## src/rtl/dmem_ctrl_pkg.sv

```systemverilog
// Shared encodings and helpers for the data-memory access controller.
// Holds the access-size and FSM-state enums plus the alignment check.
package mem_pkg;

  typedef enum logic [1:0] {
    SZ_BYTE = 2'b00,
    SZ_HALF = 2'b01,
    SZ_WORD = 2'b10,
    SZ_RSVD = 2'b11
  } size_e;

  typedef enum logic [1:0] {
    ST_IDLE,
    ST_ACCESS,
    ST_WRITE,
    ST_DONE
  } state_e;

  // Reserved size always faults; halfwords need even, words 4-byte alignment.
  function automatic logic misaligned(input size_e size, input logic [1:0] lane);
    logic bad;
    bad = 1'b0;
    case (size)
      SZ_HALF: bad = lane[0];
      SZ_WORD: bad = |lane;
      SZ_RSVD: bad = 1'b1;
      default: bad = 1'b0;
    endcase
    return bad;
  endfunction

endpackage

```

## src/rtl/dmem_ctrl_lane.sv

```systemverilog
// Byte/halfword lane handling: load extraction with sign/zero extension,
// and store merge of new data into an existing little-endian word.
module lane_unit
  import mem_pkg::*;
(
  input  logic [31:0] rd_word,
  input  logic [1:0]  lane_addr,
  input  size_e       size,
  input  logic        sext,
  input  logic [31:0] wdata,
  output logic [31:0] load_val,
  output logic [31:0] merged
);

  logic [4:0]  byte_sh;
  logic [4:0]  half_sh;
  logic [7:0]  byte_v;
  logic [15:0] half_v;

  assign byte_sh = {lane_addr, 3'b000};
  assign half_sh = {lane_addr[1], 4'b0000};
  assign byte_v  = rd_word[byte_sh +: 8];
  assign half_v  = rd_word[half_sh +: 16];

  always_comb begin
    load_val = rd_word;
    case (size)
      SZ_BYTE: load_val = {{24{sext & byte_v[7]}}, byte_v};
      SZ_HALF: load_val = {{16{sext & half_v[15]}}, half_v};
      default: load_val = rd_word;
    endcase
  end

  always_comb begin
    merged = rd_word;
    case (size)
      SZ_BYTE: merged[byte_sh +: 8]  = wdata[7:0];
      SZ_HALF: merged[half_sh +: 16] = wdata[15:0];
      default: merged = wdata;
    endcase
  end

endmodule

```

## src/rtl/dmem_ctrl.sv

```systemverilog
// Data-memory access controller: one load/store at a time against a
// word-wide single-port RAM, sub-word stores done by read-modify-write.
module dmem_ctrl
  import mem_pkg::*;
#(
  parameter int unsigned ADDR_W = 10
) (
  input  logic              clk,
  input  logic              rst,
  input  logic              req,
  input  logic              wr,
  input  logic [1:0]        size,
  input  logic              sext,
  input  logic [ADDR_W+1:0] addr,
  input  logic [31:0]       wdata,
  output logic              ready,
  output logic              done,
  output logic              err,
  output logic [31:0]       rdata,
  output logic [ADDR_W-1:0] ram_addr,
  output logic [31:0]       ram_din,
  output logic              ram_we,
  input  logic [31:0]       ram_dout
);

  state_e            state_q, state_d;
  logic              wr_q, wr_d;
  size_e             size_q, size_d;
  logic              sext_q, sext_d;
  logic [ADDR_W+1:0] addr_q, addr_d;
  logic [31:0]       wdata_q, wdata_d;
  logic [31:0]       merged_q, merged_d;
  logic [31:0]       rdata_q, rdata_d;
  logic              err_q, err_d;

  logic [31:0]       load_val;
  logic [31:0]       merged_w;
  logic              bad;
  logic              we;

  lane_unit u_lane (
    .rd_word   (ram_dout),
    .lane_addr (addr_q[1:0]),
    .size      (size_q),
    .sext      (sext_q),
    .wdata     (wdata_q),
    .load_val  (load_val),
    .merged    (merged_w)
  );

  assign bad = misaligned(size_q, addr_q[1:0]);

  always_comb begin
    state_d  = state_q;
    wr_d     = wr_q;
    size_d   = size_q;
    sext_d   = sext_q;
    addr_d   = addr_q;
    wdata_d  = wdata_q;
    merged_d = merged_q;
    rdata_d  = rdata_q;
    err_d    = err_q;
    we       = 1'b0;
    ram_din  = '0;
    case (state_q)
      ST_IDLE: begin
        if (req) begin
          wr_d    = wr;
          size_d  = size_e'(size);
          sext_d  = sext;
          addr_d  = addr;
          wdata_d = wdata;
          err_d   = 1'b0;
          state_d = ST_ACCESS;
        end
      end
      ST_ACCESS: begin
        if (bad) begin
          err_d   = 1'b1;
          state_d = ST_DONE;
        end else if (!wr_q) begin
          rdata_d = load_val;
          state_d = ST_DONE;
        end else if (size_q == SZ_WORD) begin
          we      = 1'b1;
          ram_din = wdata_q;
          state_d = ST_DONE;
        end else begin
          merged_d = merged_w;
          state_d  = ST_WRITE;
        end
      end
      ST_WRITE: begin
        we      = 1'b1;
        ram_din = merged_q;
        state_d = ST_DONE;
      end
      ST_DONE: state_d = ST_IDLE;
      default: state_d = ST_IDLE;
    endcase
  end

  always_ff @(posedge clk) begin
    if (rst) begin
      state_q  <= ST_IDLE;
      wr_q     <= 1'b0;
      size_q   <= SZ_BYTE;
      sext_q   <= 1'b0;
      addr_q   <= '0;
      wdata_q  <= '0;
      merged_q <= '0;
      rdata_q  <= '0;
      err_q    <= 1'b0;
    end else begin
      state_q  <= state_d;
      wr_q     <= wr_d;
      size_q   <= size_d;
      sext_q   <= sext_d;
      addr_q   <= addr_d;
      wdata_q  <= wdata_d;
      merged_q <= merged_d;
      rdata_q  <= rdata_d;
      err_q    <= err_d;
    end
  end

  // Write enable is combinational, so reset must mask it directly to abort a pending write.
  assign ram_we   = we & ~rst;
  assign ram_addr = addr_q[ADDR_W+1:2];
  assign ready    = (state_q == ST_IDLE);
  assign done     = (state_q == ST_DONE);
  assign err      = done & err_q;
  assign rdata    = rdata_q;

endmodule

```

## config.mk

```make
export PLATFORM = sky130hd
export DESIGN_NAME = dmem_ctrl
export DESIGN_NICKNAME = d
export VERILOG_FILES = /design/src/rtl/dmem_ctrl_pkg.sv /design/src/rtl/dmem_ctrl_lane.sv /design/src/rtl/dmem_ctrl.sv
export SDC_FILE = /design/constraint.sdc
export NUM_CORES = 1
export LEC_CHECK = 0
export ABC_AREA = 0
export ABC_CLOCK_PERIOD_IN_PS = 6600
export CAP_MARGIN = 10
export CORE_UTILIZATION = 47
export DETAILED_ROUTE_END_ITERATION = 8
export PLACE_DENSITY = 0.86
export SETUP_SLACK_MARGIN = 0.5
export SYNTH_ARGS = -nofsm -noshare
export SYNTH_HDL_FRONTEND = slang
export SYNTH_SLANG_ARGS = --single-unit
export TNS_END_PERCENT = 10
```

## constraint.sdc

```tcl
create_clock -name clk -period 6.6 [get_ports clk]
set_input_delay 1.32 -clock clk [delete_from_list [all_inputs] [get_ports clk]]
set_output_delay 1.32 -clock clk [all_outputs]
set_load 0.03 [all_outputs]
```

==> impl_metrics.toml, run 1 <==
[setup_path]
arrival_ns = 3.19
start_kind = "flip-flop"
r2r_cells = 6
critical_path_class = "reg -> out"
rrSetupSlack_ns = 3.54
path_max_fanout = 33
r2r-end = "rdata[25]"
cp.required_ns = 5.28
r2r_start = "addr_q[0]"
end_kind = "output port"

[sta]
setup_violations = 0
skew_ns = 0.00570
tightest_slew_ns = 1.07
finalHoldViolations = 0
whs_ns = 0.452
fin_ws_ns = 2.09
fin_crit_sh_pct = 68.3
rsz0062_at_grt = "false"
slew_viol_final = 0
setup_tns_ns = 0
relSlewSlack_pct = 28.3
fin_crit_ns = 4.51
fmax_mhz = 222

[floorplanning]
fp-row-count = 40
core-area_sq_um = 12100
dieHeight_um = 114
die_w_um = 114
io-pin-count = 161
start_util_pct = 48.4
dieArea_sq_um = 12900

[pwr]
vdd_drop_max_v = 0.000243
swShare_pct = 35.5
p_int_mw = 1.81
report.power.total_mw = 2.80
power_frac_seq_pct = 33.4
switching_power_mw = 0.993
leakage_nw = 2.78
comb_power_share_pct = 33.0
clkPwrFrac_pct = 33.6
cellPowerDensity_nw_per_um2 = 350

[finish]
nets = 913
syn_to_final_growth_pct = 36.9
multi_input_comb_area_sq_um = 3150
drive_gt1_share_pct = 8.64
ff_latch_area_sq_um = 2300
final_cells = 1001
antenna_cells = 0
fillers = 1000

[place]
dpl.cell_count = 970
port_buffers = 160
place_ws_ns = 2.56
hpwlAfterDp_um = 12600
gp_congestion = 0.916

[routing]
drt-initial-drc-count = 671
routed_wl_um = 18700
ant_nets = 0
vias = 5875
via_per_inst = 5.87
drtPass1Iterations = 6
wire_per_inst_um = 18.7
drc = 0

[cts]
h-tree-depth = 4
hold_buffers = 0
insertion_delay_ns = 0.42
clk_pin_slew_worst_paths_ns = 0.05
clk_path_buf_depth = 2
numCtsBuffers = 17
root_buffer = "clkbuf_16"
ctsResizeCount = 0
cts_tree = "built"
cts_setup_buffers = 0
clock_sinks = 115

[synth]
synth-adder-area-share_pct = 1.93
syn_inst = 700
ys.flop_type = "dfxtp_1"
yosys.area_share.xor_xnor_pct = 0
yosys.cell_types.count = 56
ys_warn_count = 0
synthesis.area_sq_um = 5840
ys_ff_latch = 115
synth_fp_nets = 792
syn_area_per_cell_sq_um = 8.35
async_flop_share_pct = 0
synth_compound_area_share_pct = 26.8
yosys.area_share.simple_pct = 20.5
synth-edff-count = 0
synthMuxAreaShare_pct = 4.58
synth_top_family_by_area = "compound AO/OA/AOI/OAI gates"
synth_seq_area_share_pct = 39.4

[worst_hold_path]
hp-class = "reg -> reg"
min_from = "wdata_q[19]"
holdPathStages = 2
hold_end = "wdata_q[19]"

[job]
cap_violations = 0

[global_routing]
antenna_found_initial = 0
grt_pass1_wl_um = 28800
grt_overflow = 0
grt_max_degree = 88
grt_pass1_vias = 5431
grt_usage_pct = 29.2

[status]
status = "finished clean"
## per-stage QoR
step / area [sq um] / utilization (%)
finish: 8000 / 66.3
global route: 8000 / 66.3
CTS: 8000 / 66.3
detailed placement: 7390 / 61.2
global placement: 7390 / 61.2
floorplan: 5840 / -
## worst max-delay path, cell delays in order, from the launching register on
cell and delay (ns):
dfxtp_1 0.47, inv_1 0.22, ha_1 0.33, nand2b_1 0.22, nor3_4 0.15, buf_4 0.36, a22oi_1 0.11, nor2b_1 0.19
clkdlybuf4s50_1 0.70
## power groups by stage
stage	Combinational [mW]	Clock (mW)	Sequential, mW
after detailed placement	0.909	0	0.942
after global routing	0.998	0.980	0.947
after CTS	0.918	0.949	0.930
after global placement	0.896	0	0.938
after floorplan	0.577	0	0.978
final	0.923	0.942	0.935
## per-layer routing
layer | vias up | wire length [um] | global-route usage, %
met4 | 0 | 741 | 12.5
met2 | 364 | 8130 | 43.9
met5 | - | 0 | 0
li1 | 2780 | - | -
met1 | 2677 | 7770 | 38.6
met3 | 54 | 2040 | 9.14
## registers in the layout (all words and copies together), names as in the netlist
register / flops
wdata_q: 32
addr_q: 12
state_q: 2
size_q: 2
rdata: 32
merged_q: 32
wr_q: 1
err_q: 1
sext_q: 1
## kinds of logic (layout without fill, tap and decap cells)
kind of cell / Yosys count / count (layout)
simple gates: 254 / 254
compound gates: 215 / 215
flops: 115 / 115
buf+inv: 82 / 215
mux: 25 / 25
fa+ha+maj: 9 / 9
## cell usage after synthesis, drive strengths merged, types with 9 or more instances
cell type / n / area share [%]
buf: 35 / 3.7
inv: 15 / 1.0
a211oi: 21 / 2.7
nand2: 123 / 7.9
dfxtp: 115 / 39
nor2: 52 / 3.3
mux2: 14 / 2.7
a22oi: 32 / 4.1
clkbuf: 32 / 2.1
a221o: 16 / 2.7
nor2b: 38 / 4.1
nor3: 14 / 1.5
mux2i: 11 / 1.9
ha: 9 / 1.9
a21oi: 66 / 5.8
a221oi: 37 / 5.5
o221ai: 14 / 2.1
o21ai: 14 / 1.2
## worst max-delay path by stage
stage	slack, ns	end	from
floorplan	3.08	ram_we	rst
global placement	2.57	ram_we	rst
detailed placement	2.56	ram_we	rst
CTS	2.12	ram_din[5]	addr_q[0]
global route	1.92	ram_din[1]	addr_q[0]
finish	2.09	ram_din[1]	addr_q[0]
## placed cells by master, fill, tap and decap left out, types with 5 or more instances in the layout
| cell type | n |
|---|---|
| clkdlybuf4s50_1 | 159 |
| nand2_1 | 123 |
| dfxtp_1 | 115 |
| a21oi_1 | 64 |
| nor2_1 | 52 |
| nor2b_1 | 38 |
| a221oi_1 | 37 |
| a22oi_1 | 32 |
| a211oi_1 | 21 |
| clkbuf_16 | 17 |
| a221o_1 | 16 |
| o221ai_1 | 14 |
| mux2_2 | 14 |
| inv_1 | 13 |
| o21ai_0 | 13 |
| mux2i_1 | 11 |
| nor3_1 | 10 |
| ha_1 | 9 |
| buf_4 | 9 |
| clkinv_2 | 5 |
## final cells by class
cell class	instances	share of cell area, %
Clock inverter	10	1.63
Timing Repair Buffer	169	20.8
Inverter	15	0.735
Multi-Input combinational cell	503	39.4
Sequential cell	115	28.8
Clock buffer	21	6.01
Tap cell	168	2.63
Power figures use the tool's default switching activity.
==> run 2, diff against run 1 <==
--- a/config.mk
+++ b/config.mk
@@ -6,7 +6,7 @@
 export NUM_CORES = 1
 export LEC_CHECK = 0
 export ABC_AREA = 0
-export ABC_CLOCK_PERIOD_IN_PS = 6600
+export ABC_CLOCK_PERIOD_IN_PS = 4220
 export CAP_MARGIN = 10
 export CORE_UTILIZATION = 47
 export DETAILED_ROUTE_END_ITERATION = 8
==> constraint.sdc (replaced) <==
create_clock -name clk -period 4.22 [get_ports clk]
set_input_delay 0.844 -clock clk [delete_from_list [all_inputs] [get_ports clk]]
set_output_delay 0.844 -clock clk [all_outputs]
set_load 0.03 [all_outputs]
==> run 2 against run 1 <==
Effect of this change:
- clock-buffer cell count grew 2
- via count grew 2.0%
- global-route usage grew 0.85 points
- sequential share of layout area increased by 0.14 points
- design area is 0.50% lower
- register-to-register slack worse by 2.2 ns
- clock skew is 0.0034 ns higher
- combinational power up 58%
- worst setup slack got worse by 1.4 ns
- hold slack lost 0.00061 ns
- critical path type unchanged
- largest cell class unchanged
==> impl_metrics.toml, run 2 (synthesized netlist as in run 1, its figures left out) <==
[cts]
numCtsBuffers = 17
root_buffer = "clkbuf_16"
cts_tree = "built"
cts_setup_buffers = 0
clk_pin_slew_worst_paths_ns = 0.05
h-tree-depth = 4
insertion_delay_ns = 0.42
hold_buffers = 0
clock_sinks = 115
clk_path_buf_depth = 2

[pwr]
vdd_drop_max_v = 0.000367
clkPwrFrac_pct = 34.4
report.power.total_mw = 4.45
p_int_mw = 2.88
comb_power_share_pct = 32.8
swShare_pct = 35.2
leakage_nw = 2.87
power_frac_seq_pct = 32.8
cellPowerDensity_nw_per_um2 = 559
switching_power_mw = 1.57

[setup_path]
path_buf_inv = 3
cp_num_cells = 7
r2r-end = "rdata[23]"
r2r_cells = 7
worst_path_max_delay_cell = "dfxtp_1"
critPathCapture = "ram_we"
crit_start = "addr_q[0]"
r2r_start = "addr_q[0]"
critical_path_class = "reg -> out"
end_kind = "output port"
rrSetupSlack_ns = 1.32
cp_slowest_stage_delay_ns = 0.62
cp.required_ns = 3.38
arrival_ns = 2.66
path_delay_family = "buffers and inverters"
path_max_fanout = 17
crit_chain = "inv_1 > ha_1 > nand2b_1 > nor3_4 > buf_4 > o211a_1 > dlygate4sd2_1"
start_kind = "flip-flop"

[sta]
fin_crit_sh_pct = 83.0
rsz0062_at_grt = "false"
setup_violations = 0
finalHoldViolations = 0
tightest_slew_ns = 1.10
setup_tns_ns = 0
fmax_mhz = 285
relSlewSlack_pct = 26.2
fin_crit_ns = 3.50
skew_ns = 0.00915
slew_viol_final = 0

[worst_hold_path]
min_from = "addr_q[8]"
hp-class = "reg -> reg"

[floorplanning]
dieArea_sq_um = 12900
die_w_um = 114
fp-row-count = 40
core-area_sq_um = 12100
start_util_pct = 48.4
dieHeight_um = 114
io-pin-count = 161

[finish]
final_cell_mix = "clkdlybuf4s50_1 (126), nand2_1 (123), dfxtp_1 (115), a21oi_1 (64), nor2_1 (52)"
antenna_cells = 0
fillers = 972
final_common_cell = "clkdlybuf4s50_1"
syn_to_final_growth_pct = 36.2
drive_gt1_share_pct = 12.5
design_area_sq_um = 7960
nets = 916

[routing]
ant_nets = 0
wire_per_inst_um = 19.0
via_per_inst = 5.96
drt-initial-drc-count = 680
routed_wl_um = 19100
drc = 0
drtPass1Iterations = 6
vias = 5993

[global_routing]
grt_usage_pct = 30.1
antenna_found_initial = 0
grt_max_degree = 88
grt_overflow = 0
grt_pass1_wl_um = 29800
grt_pass1_vias = 5642

[place]
port_buffers = 160
hpwlAfterDp_um = 12800
place_area_sq_um = 7330
gp_congestion = 0.949

[status]
status = "finished clean"

[job]
cap_violations = 0
==> run 2: changes by cell type in the layout (fill, tap and decap cells not counted) <==
cell,previous run,this run
clkinv_4,0,1
dlygate4sd2_1,0,1
clkinvlp_4,2,1
bufinv_16,3,4
clkinv_2,5,3
clkdlybuf4s50_1,159,126
buf_4,9,44
clkbuf_1,0,3
clkbuf_8,4,3
==> run 2: cell type report <==
cell class / count / area (sq um) / share of cell area (%)
Tap cell: 168 / 210 / 2.64
Inverter: 15 / 58.8 / 0.739
Clock inverter: 9 / 151 / 1.90
Clock buffer: 23 / 478 / 6.01
Timing Repair Buffer: 172 / 1610 / 20.2
Sequential cell: 115 / 2300 / 28.9
Multi-Input combinational cell: 503 / 3150 / 39.6
==> run 2: stage by stage <==
stage          util [%]  cells  hold WS (ns)  worst slack (ns)
3_3_place_gp       60.8    973         0.440              1.04
2_1_floorplan         -    700         0.436              1.18
5_1_grt            66.0   1005         0.476             0.585
4_1_cts            66.0   1005         0.452             0.743
6_report           66.0   1005         0.452             0.717
3_5_place_dp       60.8    973         0.447             0.935
==> run 2: routing by layer <==
layer | global-route usage [%] | share of wire (%) | vias up
met5 | 0 | 0 | -
met4 | 16.3 | 4.1 | 0
met3 | 8.87 | 12 | 61
met2 | 45.3 | 44 | 395
met1 | 38.6 | 40 | 2751
li1 | - | - | 2786
==> run 2: power by group through the flow <==
stage,sequential (mW),combinational [mW],clock [mW]
2_1_floorplan,1.53,0.903,0
3_3_place_gp,1.46,1.42,0
3_5_place_dp,1.47,1.43,0
4_1_cts,1.45,1.45,1.54
5_1_grt,1.48,1.58,1.58
6_report,1.46,1.46,1.53
==> run 2: worst min-delay path by stage <==
stage,to,slack [ns],depth (start not counted)
5_1_grt,wdata_q[27],0.48,2
6_report,addr_q[8],0.45,2
4_1_cts,addr_q[5],0.45,2
3_3_place_gp,addr_q[8],0.44,2
2_1_floorplan,wdata_q[16],0.44,2
3_5_place_dp,addr_q[5],0.45,2
==> run 2: repair_timing <==
action | 4_1_cts | 5_1_grt
setup endpoints to repair | 1 | 0
gates resized for setup | 1 | 0
hold endpoints to repair | 0 | 0
==> run 2: worst register-to-register path: stages, from the launching register on <==
cell and delay, ns:
dfxtp_1 0.62, inv_1 0.20, ha_1 0.34, nand2b_1 0.25, a21oi_2 0.08, buf_4 0.21
nor2_1 0.85, a221o_1 0.30
